<file path="src/rtl/rv_fetch_queue.sv">
`default_nettype none
// +--------------------------------------------------------------------------+
// | rv_fetch_queue: prefetching instruction fetch stage with redirect flush  |
// | Optional: URV_FETCH_MISALIGN_EN adds f_misaligned_o and misaligned trap  |
// | Revision: 1.0                                                            |
// +--------------------------------------------------------------------------+
module rv_fetch_queue #(
  parameter logic [31:0] RESET_VECTOR = 32'h0000_0000,
  parameter int          DEPTH        = 4
) (
  input  logic        clk_i,
  input  logic        rst_n_i,
  output logic [31:0] im_addr_o,
  output logic        im_rd_o,
  input  logic [31:0] im_data_i,
  input  logic        im_valid_i,
  input  logic        f_stall_i,
  input  logic        f_kill_i,
  output logic [31:0] f_ir_o,
  output logic [31:0] f_pc_o,
  output logic [31:0] f_pc_plus_4_o,
  output logic        f_valid_o,
  input  logic [31:0] x_pc_bra_i,
  input  logic        x_bra_i
`ifdef URV_FETCH_MISALIGN_EN
  ,
  output logic        f_misaligned_o
`endif
);

  localparam int PTR_W = $clog2(DEPTH);
  localparam int CNT_W = PTR_W + 1;
  localparam int OCC_W = CNT_W + 1;
  localparam logic [OCC_W-1:0] DEPTH_C = OCC_W'(DEPTH);

  logic [31:0]      pc;
  logic [CNT_W-1:0] count;
  logic [CNT_W-1:0] outs;
  logic [CNT_W-1:0] disc;
  logic [PTR_W-1:0] rd_ptr;
  logic [PTR_W-1:0] wr_ptr;
  logic [PTR_W-1:0] tag_rd;
  logic [PTR_W-1:0] tag_wr;
  logic [31:0]      q_ir   [DEPTH];
  logic [31:0]      q_pc   [DEPTH];
  logic [31:0]      tag_pc [DEPTH];

  logic [31:0]      target;
  logic             blocked;
  logic [OCC_W-1:0] occupancy;
  logic             issue;
  logic             push;
  logic             pop;

`ifdef URV_FETCH_MISALIGN_EN
  logic             halted;
  logic             bra_misaligned;
  logic             q_mis [DEPTH];

  assign target         = x_pc_bra_i;
  assign bra_misaligned = x_bra_i && (x_pc_bra_i[1:0] != 2'b00);
  assign blocked        = x_bra_i ? bra_misaligned : halted;
  assign f_misaligned_o = (count != '0) && q_mis[rd_ptr];
`else
  assign target  = x_pc_bra_i & 32'hFFFF_FFFC;
  assign blocked = 1'b0;
`endif

  // Occupancy counts both queued entries and every read still in flight,
  // so a response always has a free slot waiting for it.
  assign occupancy = {1'b0, count} + {1'b0, outs};
  assign issue     = rst_n_i && !blocked && (occupancy < DEPTH_C);
  assign im_rd_o   = issue;
  assign im_addr_o = x_bra_i ? target : pc;

  assign push = im_valid_i && (disc == '0) && !x_bra_i;
  assign pop  = (count != '0) && (!f_stall_i || f_kill_i);

  assign f_valid_o     = (count != '0) && !f_kill_i && !x_bra_i;
  assign f_ir_o        = q_ir[rd_ptr];
  assign f_pc_o        = q_pc[rd_ptr];
  assign f_pc_plus_4_o = q_pc[rd_ptr] + 32'd4;

  always_ff @(posedge clk_i or negedge rst_n_i) begin
    if (!rst_n_i) begin
      pc     <= RESET_VECTOR;
      count  <= '0;
      outs   <= '0;
      disc   <= '0;
      rd_ptr <= '0;
      wr_ptr <= '0;
      tag_rd <= '0;
      tag_wr <= '0;
      for (int i = 0; i < DEPTH; i++) begin
        q_ir[i]   <= '0;
        q_pc[i]   <= '0;
        tag_pc[i] <= '0;
`ifdef URV_FETCH_MISALIGN_EN
        q_mis[i]  <= 1'b0;
`endif
      end
`ifdef URV_FETCH_MISALIGN_EN
      halted <= 1'b0;
`endif
    end else begin
      // The tag FIFO tracks every outstanding read, live or stale.
      if (issue) begin
        tag_pc[tag_wr] <= im_addr_o;
        tag_wr         <= tag_wr + PTR_W'(1);
      end
      if (im_valid_i) begin
        tag_rd <= tag_rd + PTR_W'(1);
      end
      outs <= outs + CNT_W'(issue) - CNT_W'(im_valid_i);

      if (x_bra_i) begin
        pc     <= issue ? target + 32'd4 : target;
        disc   <= outs - CNT_W'(im_valid_i);
        rd_ptr <= '0;
`ifdef URV_FETCH_MISALIGN_EN
        halted <= bra_misaligned;
        if (bra_misaligned) begin
          q_ir[0]  <= '0;
          q_pc[0]  <= x_pc_bra_i;
          q_mis[0] <= 1'b1;
          wr_ptr   <= PTR_W'(1);
          count    <= CNT_W'(1);
        end else begin
          wr_ptr <= '0;
          count  <= '0;
        end
`else
        wr_ptr <= '0;
        count  <= '0;
`endif
      end else begin
        if (issue) begin
          pc <= pc + 32'd4;
        end
        if (im_valid_i && (disc != '0)) begin
          disc <= disc - CNT_W'(1);
        end
        if (push) begin
          q_ir[wr_ptr]  <= im_data_i;
          q_pc[wr_ptr]  <= tag_pc[tag_rd];
`ifdef URV_FETCH_MISALIGN_EN
          q_mis[wr_ptr] <= 1'b0;
`endif
          wr_ptr        <= wr_ptr + PTR_W'(1);
        end
        if (pop) begin
          rd_ptr <= rd_ptr + PTR_W'(1);
        end
        count <= count + CNT_W'(push) - CNT_W'(pop);
      end
    end
  end

endmodule
`default_nettype wire

</file>
<file path="config.mk">
export PLATFORM = sky130hd
export DESIGN_NAME = rv_fetch_queue
export DESIGN_NICKNAME = d
export VERILOG_FILES = /design/src/rtl/rv_fetch_queue.sv
export SDC_FILE = /design/constraint.sdc
export NUM_CORES = 1
export LEC_CHECK = 0
export CAP_MARGIN = 5
export CORE_MARGIN = 3
export CORE_UTILIZATION = 35
export DETAILED_ROUTE_END_ITERATION = 10
export DONT_BUFFER_PORTS = 1
export PLACE_DENSITY = 0.53
export SYNTH_ARGS = -nofsm -noshare
export SYNTH_HDL_FRONTEND = slang
export SYNTH_SLANG_ARGS = --single-unit
</file>
<file path="constraint.sdc">
create_clock -name clk_i -period 4.8 [get_ports clk_i]
set_clock_uncertainty 0.1 [all_clocks]
set_input_delay 1.2 -clock clk_i [delete_from_list [all_inputs] [get_ports clk_i]]
set_output_delay 1.2 -clock clk_i [all_outputs]
set_load 0.01 [all_outputs]
</file>
==> results by group <==
Run status
  • Status: completed

Layout
  • Layout Cells excl Fill: between 2,000 and 2,500
  • Ant. Diodes: 0
  • Layout Nets: 1,639
  • Post-route core utilization: between 30% and 40%
  • Fill cells: ~5,400
  • Ratio of cells with drive above 1 in the final layout: between 20% and 30%
  • Area Growth Syn to Fin: 12.12%

Timing
  • Slew @ Worst Pin: 1.084 ns
  • Slew headroom: 27.71%
  • Hold Fails Final Rpt: 0
  • Final hold slack: around 0.24 ns
  • RSZ-0062 raised after global routing: no
  • Tcrit/Tclk final: 94.45%
  • Setup-failing EPs final: 0
  • Final worst slack: 0.2662 ns
  • Setup TNS: 0 ns
  • Final min period: ~4.5 ns
  • Slew Limit Fails: 0
  • Max Fclk: 0.2206 GHz

Logic synthesis
  • Cell variety after synth: 48
  • Predominant post-synthesis flop cell: dfrtp_1
  • Post-synth EDFFs: 0
  • Post-synthesis area per instance: 12.89 µm²
  • Register area share after synthesis: 52.33%
  • Async SR Flop Fraction: 100.0%
  • Yosys synthesis warning count: 0
  • Synth Register Bits: 423
  • Post-Syn Instances: 1,569
  • Mapped cell area: 20,230 µm²

Critical path
  • Worst path cell trace: buf_16, mux4_2, nand4_1, nor3_1, nand3_1, xnor2_1
  • Reg2Reg Setup Slack: 1.85 ns
  • Crit path DAT: 3.23 ns
  • Largest stage delay on the critical path: between 0.6 and 0.7 ns
  • Worst Setup End Kind: primary output
  • Worst setup path class: flop to primary output
  • Startpoint Class: flop
  • Worst EP required: 3.50 ns
  • Crit-path slowest cell: dfrtp_4
  • Critical-path maximum fanout: 15

Global route
  • GR Overflow Total: 0
  • First-pass GRT wire length: 76.36 mm
  • Pin count of the biggest net entering global routing: about 430
  • Met3 Usage GRT: around 3.2%
  • Met2 Usage GRT: 25.83%
  • GRT Resource Usage Total: 16.16%
  • Vias in the first global route: 12,898
  • Busiest grt layer: met2
  • Met1 Resource Use GR: 22.74%
  • Initial antenna violation count: 0

CTS
  • Register clock-pin slew on the reported worst setup and hold paths: 0.06 ns
  • Clock root buffer: clkbuf_16
  • CTS tree: built
  • Cts hold-fix bufs: 0
  • CTS buffer count: 49
  • H-tree depth: 2
  • Clock Latency Late Sink: 0.58 ns
  • Num Clock Sinks: 423
  • Max Buffers Root-to-Sink: 3

Drt
  • 1st-iter DRT viols: 711
  • Vias per cell: 5.245
  • Wirelength per Cell: ~21 µm
  • Via count: 12,284
  • DRC errors left: 0
  • TritonRoute pass-1 iters: 4
  • Antenna viol nets, final: 0
  • Drt total wl: just under 50 mm

Min path
  • Hold Path Class: input pin to asynchronous set/reset pin

Floorplanning
  • Die width: around 250 µm
  • CORE AREA: 56,820 µm²
  • Initial Util: 35.60%
  • Num ports: 200
  • Die H: 246.4 µm
  • Rows: 87
  • Die footprint: 60,710 µm²

Pwr
  • Pwr/cell area: 577.1 nW/µm²
  • Peak supply drop: 0.2564 mV
  • Leakage: 0.01025 µW

Placement
  • IO buf count: 0
  • Cell count after placement: 2,250
  • DP HPWL: 30.70 mm
  • Final estimated routing congestion in global placement: 0.8200
  • DP Worst Slack: about 0.6 ns

Flow run
  • # Max-Cap Violations: 0
## synthesized netlist by cell type, drive strengths merged (2+ instances only)
cell / n / area, µm²
nand4b: 2 / 17.52
and3: 9 / 56.30
nand3b: 2 / 15.01
or3: 3 / 23.77
o211ai: 3 / 22.52
dfrtp: 423 / 10590
fa: 2 / 40.04
mux4: 95 / 2140
mux2: 252 / 2838
nor3: 27 / 150.2
nor2: 21 / 78.83
xor2: 23 / 201.4
ha: 21 / 262.8
o21ai: 131 / 655.6
a21oi: 12 / 60.06
clkbuf: 66 / 247.7
inv: 52 / 195.2
nand4: 27 / 168.9
xnor2: 60 / 525.5
nor4: 20 / 177.7
nand2: 171 / 641.9
or4: 5 / 45.04
nor4b: 2 / 23.77
and4: 9 / 78.83
nor2b: 7 / 43.79
mux2i: 47 / 470.5
nand3: 30 / 150.1
o21a: 4 / 30.03
and2: 8 / 50.05
buf: 28 / 181.4
## through the flow
stage / cell area (µm²) / power (µW)
after CTS: 22670 / 13310
after detailed placement: 20940 / 9365
after floorplan: 20230 / 8234
final: 22680 / 13090
after global routing: 22680 / 13920
after global placement: 20940 / 9213
## repair_timing
| action | 4_1_cts | 5_1_grt |
|---|---|---|
| endpoints found under the setup margin | 6 | 5 |
| buffers inserted | 1 | 0 |
| resized for setup | 0 | 2 |
| endpoints found under the hold margin | 0 | 0 |
| pin swaps | 0 | 0 |
| gates cloned | 0 | 0 |
## critical path, delay by kind of cell, from the launching register on
| family | cells | cell delay, ns |
|---|---|---|
| XOR/XNOR | 1 | 0.31 |
| AND/OR/NAND/NOR | 3 | 0.99 |
| buffers and inverters | 1 | 0.23 |
| multiplexers | 1 | 0.47 |
| flip-flops | 1 | 0.63 |
## placed cells by master (no fill, tap or decap), types with 3 or more instances in the layout
cell type	Yosys	layout
mux4_2	95	95
clkbuf_16	0	50
ha_1	21	21
dfrtp_1	423	419
buf_4	10	16
nor4_1	13	13
nand4_1	27	27
and2_1	8	8
o21a_1	4	4
and4_1	9	9
dfrtp_2	0	3
nand2_2	0	4
clkbuf_1	66	10
a21oi_1	12	12
clkinv_2	0	6
mux2i_1	47	47
nor4_2	6	6
nand2_1	171	163
and3_1	9	9
nand3_1	30	30
inv_1	52	52
nor2_1	21	21
or4_1	3	3
clkbuf_8	0	16
xor2_1	23	23
bufinv_16	0	3
o21ai_0	130	130
nor2b_1	7	7
o211ai_1	3	3
nor3_1	24	24
mux2_2	252	252
nand2_4	0	4
xnor2_1	60	60
## registers in the layout (all words and copies together) (netlist names), 3 cells and up
register and count:
q_ir 128, pc 30, tag_pc 124, outs 3, q_pc 124, disc 3, count 3
## path summary, 6_finish.rpt
kind / from / endpoint / depth (start not counted)
min in group clk_i: tag_pc[11] / tag_pc[11] / 2
min reg2reg: tag_pc[11] / tag_pc[11] / 2
max reg2reg: disc[0] / count[2] / 12
min: rst_n_i / q_pc[39] / 0
max in group asynchronous: rst_n_i / tag_rd[0] / 0
max: rd_ptr[0] / f_pc_plus_4_o[28] / 6
## logic make-up after synthesis
family / Yosys count / synth area share, %
AOI/OAI and AO/OA: 152 / 3.878
xor gates and xnor gates: 83 / 3.594
adders and majority gates: 23 / 1.497
buffers and inverters: 147 / 3.105
DFF: 423 / 52.33
muxes: 394 / 26.93
other: 1 / 0.01854
and+or+nand+nor: 346 / 8.642
## per-layer routing
| layer | share of wire [%] | vias to the layer above |
|---|---|---|
| met4 | 1.8 | 0 |
| met1 | 47 | 6347 |
| met2 | 46 | 279 |
| li1 | - | 5593 |
| met5 | 0 | - |
| met3 | 5.3 | 65 |
## final cells by class
type	count	area (µm²)	area share [%]
Clock buffer	76	1509	6.654
Clock inverter	15	188.9	0.8331
Inverter	53	198.9	0.8772
Multi-Input combinational cell	1000	9064	39.97
Sequential cell	423	10590	46.71
Tap cell	756	945.9	4.171
Timing Repair Buffer	19	178.9	0.7890
## power by group
| group | switching, µW | leakage (µW) | internal (µW) |
|---|---|---|---|
| Combinational | 2180 | 0.00386 | 1840 |
| Sequential | 687 | 0.00556 | 4540 |
| Clock | 1510 | 0.000834 | 2330 |
Power figures use the tool's default switching activity.
